### src/rtl/button_encoder_4to2.sv
// Registered 4-to-2 priority encoder for four active-low pushbuttons.
// Each raw button goes through a two-flop synchroniser and a counter-based
// debouncer. The highest-index pressed button is encoded and registered
// together with valid/multi flags and a one-cycle press strobe.
module button_encoder_4to2 #(
  parameter int unsigned DEBOUNCE_CYCLES = 12000
) (
  input  logic       clk,
  input  logic       rst,
  input  logic [3:0] btn_n,
  output logic [1:0] code,
  output logic       valid,
  output logic       multi,
  output logic       press
);

  // Counter is just wide enough to reach DEBOUNCE_CYCLES-1.
  localparam int unsigned CW = (DEBOUNCE_CYCLES > 1) ? $clog2(DEBOUNCE_CYCLES) : 1;
  localparam logic [CW-1:0] CNT_MAX = CW'(DEBOUNCE_CYCLES - 1);

  typedef enum logic {
    IDLE = 1'b0,
    HELD = 1'b1
  } state_t;

  logic [3:0] s1_q;
  logic [3:0] s2_q;
  logic [3:0] deb;

  logic [1:0] code_d;
  logic       valid_d;
  logic       multi_d;
  logic       press_d;
  logic [2:0] ones;

  state_t     state_q;
  state_t     state_d;

  logic [1:0] code_q;
  logic       valid_q;
  logic       multi_q;
  logic       press_q;

  // Two-flop synchroniser; released (all ones) out of reset.
  always_ff @(posedge clk) begin
    if (rst) begin
      s1_q <= 4'hF;
      s2_q <= 4'hF;
    end else begin
      s1_q <= btn_n;
      s2_q <= s1_q;
    end
  end

  // One debouncer per button: a level change is accepted only after it has
  // been seen for DEBOUNCE_CYCLES consecutive cycles at the synchroniser.
  generate
    for (genvar gi = 0; gi < 4; gi++) begin : g_deb
      logic [CW-1:0] cnt_q;
      logic          deb_q;

      // Count consecutive disagreeing samples; toggle on the last one.
      always_ff @(posedge clk) begin
        if (rst) begin
          cnt_q <= '0;
          deb_q <= 1'b0;
        end else if (~s2_q[gi] == deb_q) begin
          cnt_q <= '0;
        end else if (cnt_q == CNT_MAX) begin
          deb_q <= ~deb_q;
          cnt_q <= '0;
        end else begin
          cnt_q <= cnt_q + 1'b1;
        end
      end

      assign deb[gi] = deb_q;
    end
  endgenerate

  // Priority encode the debounced buttons; bit 3 wins.
  always_comb begin
    code_d  = 2'd0;
    ones    = 3'd0;
    for (int i = 0; i < 4; i++) begin
      if (deb[i]) begin
        code_d = 2'(i);
      end
      ones = ones + {2'b00, deb[i]};
    end
    valid_d = |deb;
    multi_d = (ones >= 3'd2);
  end

  // FSM next state and press decision: press on a new hold or when the
  // priority owner changes while held; never on release.
  always_comb begin
    state_d = state_q;
    press_d = 1'b0;
    case (state_q)
      IDLE: begin
        if (valid_d) begin
          state_d = HELD;
          press_d = 1'b1;
        end
      end
      HELD: begin
        if (!valid_d) begin
          state_d = IDLE;
        end else if (code_d != code_q) begin
          press_d = 1'b1;
        end
      end
      default: begin
        state_d = IDLE;
      end
    endcase
  end

  // State and output registers.
  always_ff @(posedge clk) begin
    if (rst) begin
      state_q <= IDLE;
      code_q  <= 2'd0;
      valid_q <= 1'b0;
      multi_q <= 1'b0;
      press_q <= 1'b0;
    end else begin
      state_q <= state_d;
      code_q  <= code_d;
      valid_q <= valid_d;
      multi_q <= multi_d;
      press_q <= press_d;
    end
  end

  assign code  = code_q;
  assign valid = valid_q;
  assign multi = multi_q;
  assign press = press_q;

endmodule

### config.mk
export PLATFORM = sky130hd
export DESIGN_NAME = button_encoder_4to2
export DESIGN_NICKNAME = d
export VERILOG_FILES = /design/src/rtl/button_encoder_4to2.sv
export SDC_FILE = /design/constraint.sdc
export NUM_CORES = 1
export LEC_CHECK = 0
export ABC_AREA = 1
export ABC_CLOCK_PERIOD_IN_PS = 1400
export CAP_MARGIN = 10
export CORE_ASPECT_RATIO = 0.9
export CORE_MARGIN = 5
export CORE_UTILIZATION = 55
export DETAILED_ROUTE_END_ITERATION = 10
export GPL_TIMING_DRIVEN = 0
export PLACE_DENSITY = 0.75
export SLEW_MARGIN = 15
export SYNTH_ARGS = -nofsm -noshare
export SYNTH_HDL_FRONTEND = slang
export SYNTH_SLANG_ARGS = --single-unit
### constraint.sdc
create_clock -name clk -period 1.4 [get_ports clk]
set_clock_uncertainty 0.1 [all_clocks]
set_input_delay 0.28 -clock clk [delete_from_list [all_inputs] [get_ports clk]]
set_output_delay 0.28 -clock clk [all_outputs]
set_load 0.02 [all_outputs]
==> impl_metrics.yaml <==
critical_path:
  path_cells: "ha_4 -> nand3_2 -> nor2_4 -> nand2_2 -> nand2_4 -> clkbuf_16 -> nor2_2"
  critical_path_required_ps: 1550
  cp.arrival_ps: 1540
  startpoint_type: "flip-flop"
  path_class: "flip-flop to flip-flop"
  cpPeakStageDelay_ps: 380
  crit_fanout: 5
  crit_family: "simple AND/OR/NAND/NOR gates"
  cp.buffers_inverters: 1
  end_kind: "flip-flop"
  cp_slowest_cell: "dfxtp_4"
logic_synthesis:
  ys.flop_type: "dfxtp_1"
  syn-cell-area_um2: 3510
  synth_compound_area_share_pct: 4.42
  synthMuxAreaShare_pct: 0
  yosys_warnings: 0
  synth.distinct_cells: 31
  synth.avg_cell_area_um2: 7.31
  synth_fa_ha_area_share_pct: 2.35
  synth_common_cells: "nand2_1, nor2_1, dfxtp_1"
  synth_cells: 480
  synth_nets: 492
  yosysSeqAreaShare_pct: 41.7
  synth_top_area_share_pct: 41.7
  synth_edf_count: 0
  yosys-top-cells-area: "dfxtp_1, nand2_1, nor2_1"
  ys_ff_latch: 73
  synth_top_area_cell: "dfxtp_1"
  synth_simple_gate_area_share_pct: 39.1
  synth-xor-area-share_pct: 4.99
  synth_top_family_by_area: "simple AND/OR/NAND/NOR gates"
  synthArstFlopShare_pct: 0
  post-synth-top-count-cell: "nand2_1"
grt:
  grt_use_met2_pct: 31.1
  grt_util_met3_pct: 5.96
  grt_use_total_pct: 17.8
  grtUsageMet1_pct: 20.5
  antenna_found_initial: 0
  grt_pass1_wl_um: 11600
  grt_most_used_layer: "met2"
  grt_max_degree: 12
  grt_pass1_vias: 2801
  grt_overflow_total: 0
sta:
  finalHoldViolCount: 0
  relSlewSlack_pct: 74.1
  setup_viol: 0
  maxSlewViolCount: 0
  max_freq_mhz: 717
  setup_tns_ps: 0
  fin_crit_sh_pct: 99.6
  hold_ws_ps: 255
  fin_crit_ps: 1390
  tightest_slew_ps: 388
  rsz0062_at_grt: "true"
place:
  io_buffers: 10
  placed_area_um2: 3720
  routabilityCongestion: 0.841
  dp_hpwl_um: 4640
  dp.cells: 577
power:
  ir_worst_vdd_mv: 0.587
  power.density_nw_per_um2: 881
  p_leak_nw: 1.45
  power_w: 0.00367
route:
  drtAntennaViolNets: 0
  dr.pass1.iters: 4
  num_vias: 3043
  drt_first_iter_violations: 83
  remaining_drc_errors: 0
  vias_per_cell: 5.02
  routed_wl_um: 7080
  wire_per_inst_um: 11.7
clocking:
  numCtsBuffers: 9
  cts_max_level: 3
  cts_buffer_depth: 2
  cts.clk_slew.worst_paths_ps: 70
  cts_tree: "done"
  insertion_delay_ps: 340
  cts-root-buf: "clkbuf_8"
  hold_buffers: 0
  clkSinkCount: 73
final_layout:
  nets: 526
  layout.cells.non_filler: 606
  syn_to_final_growth_pct: 18.7
  fillers: 508
  n_antenna_cell: 0
  regArea_um2: 1490
  multi_input_area_um2: 1900
  fin_area_um2: 4160
  layout-drive-gt1-share_pct: 23.3
floorplan:
  core_um2: 6150
  rows: 27
  dieHeight_um: 85.8
  initial_core_util_pct: 57.1
  die_w_um: 94.2
  io-pin-count: 11
  dieArea_um2: 8080
run_status:
  status: "finished, final reports clean"
run:
  cap_violations: 0
worst_hold_path:
  hp-class: "input pin to flip-flop"
[registers in the layout, indices dropped and copies added (netlist names)]
| name | count |
|---|---|
| code | 2 |
| g_deb.cnt_q | 56 |
| g_deb.deb_q | 4 |
| multi | 1 |
| press | 1 |
| s1_q | 4 |
| s2_q | 4 |
| state_q | 1 |
[repair_timing]
| item | 4_1_cts | 5_1_grt |
|---|---|---|
| setup endpoints to repair | 52 | 48 |
| setup buffers | 3 | 8 |
| pin swaps | 2 | 6 |
| resized for setup | 35 | 31 |
| gates cloned | 1 | 1 |
[area by class of cell]
cell class | count | share of cell area (%)
sequential | 73 | 35.9
buffer | 6 | 1.56
clock inverter | 3 | 0.361
timing repair buffer | 23 | 5.38
tap | 87 | 2.61
multi-input combinational | 347 | 45.5
inverter | 54 | 4.87
clock buffer | 13 | 3.82
[routing by layer]
| layer | wire length (µm) | share of wire (%) |
|---|---|---|
| met2 | 3570 | 50 |
| met5 | 0 | 0 |
| met3 | 281 | 4.0 |
| met1 | 3110 | 44 |
| met4 | 114 | 1.6 |
[path summary, 6_finish.rpt]
check	startpoint	to	slack, ps	depth (start not counted)
max	g_deb[3].cnt_q[0]	g_deb[3].cnt_q[8]	5	7
min	rst	s1_q[2]	250	2
max reg2reg	g_deb[3].cnt_q[0]	g_deb[3].cnt_q[8]	5	7
min reg2reg	s1_q[3]	s2_q[3]	310	1
[where the power goes]
part / switching [W] / internal (W) / total [W] / leakage [nW]
Sequential: 0.00000788 / 0.00208 / 0.00209 / 0.600
Clock: 0.000751 / 0.000733 / 0.00148 / 0.0932
Combinational: 0.0000444 / 0.0000466 / 0.0000910 / 0.759
[stage by stage]
| stage | util, % | setup WS [ps] |
|---|---|---|
| final | 67.7 | 5.21 |
| after global routing | 67.7 | -28.0 |
| after detailed placement | 60.5 | -381 |
| after floorplan | - | 40.5 |
| after CTS | 64.9 | 1.19 |
| after global placement | 60.5 | -354 |
[cells by family (layout without fill, tap and decap cells)]
logic type | count (synthesis) | after routing
flops | 73 | 73
compound gates | 27 | 27
xor+xnor | 20 | 20
fa+ha+maj | 6 | 6
simple gates | 294 | 294
buf+inv | 60 | 99
[worst reg2reg max path, cell delays in order, from the launching register on]
cell and delay, ps:
dfxtp_4 380, ha_4 150, nand3_2 130, nor2_4 160
nand2_2 80, nand2_4 110, clkbuf_16 160, nor2_2 40
[cells in the final DEF, fill, tap and decap left out, types with 3 or more instances in the layout]
cell type / count
nand2_1: 105
nor2_1: 72
dfxtp_1: 56
inv_1: 49
nand3_1: 42
nor2_2: 24
a21oi_1: 19
nand4_1: 13
dfxtp_2: 13
xnor2_1: 12
buf_4: 11
clkbuf_8: 11
nor2_4: 9
or2_2: 9
xor2_1: 8
nand2_2: 7
inv_2: 5
nand3_2: 4
buf_6: 4
ha_4: 4
dfxtp_4: 4
clkdlybuf4s50_1: 4
clkbuf_1: 3
nand2_4: 3
clkinv_2: 3
No activity file was read; power rests on OpenSTA's default activity.
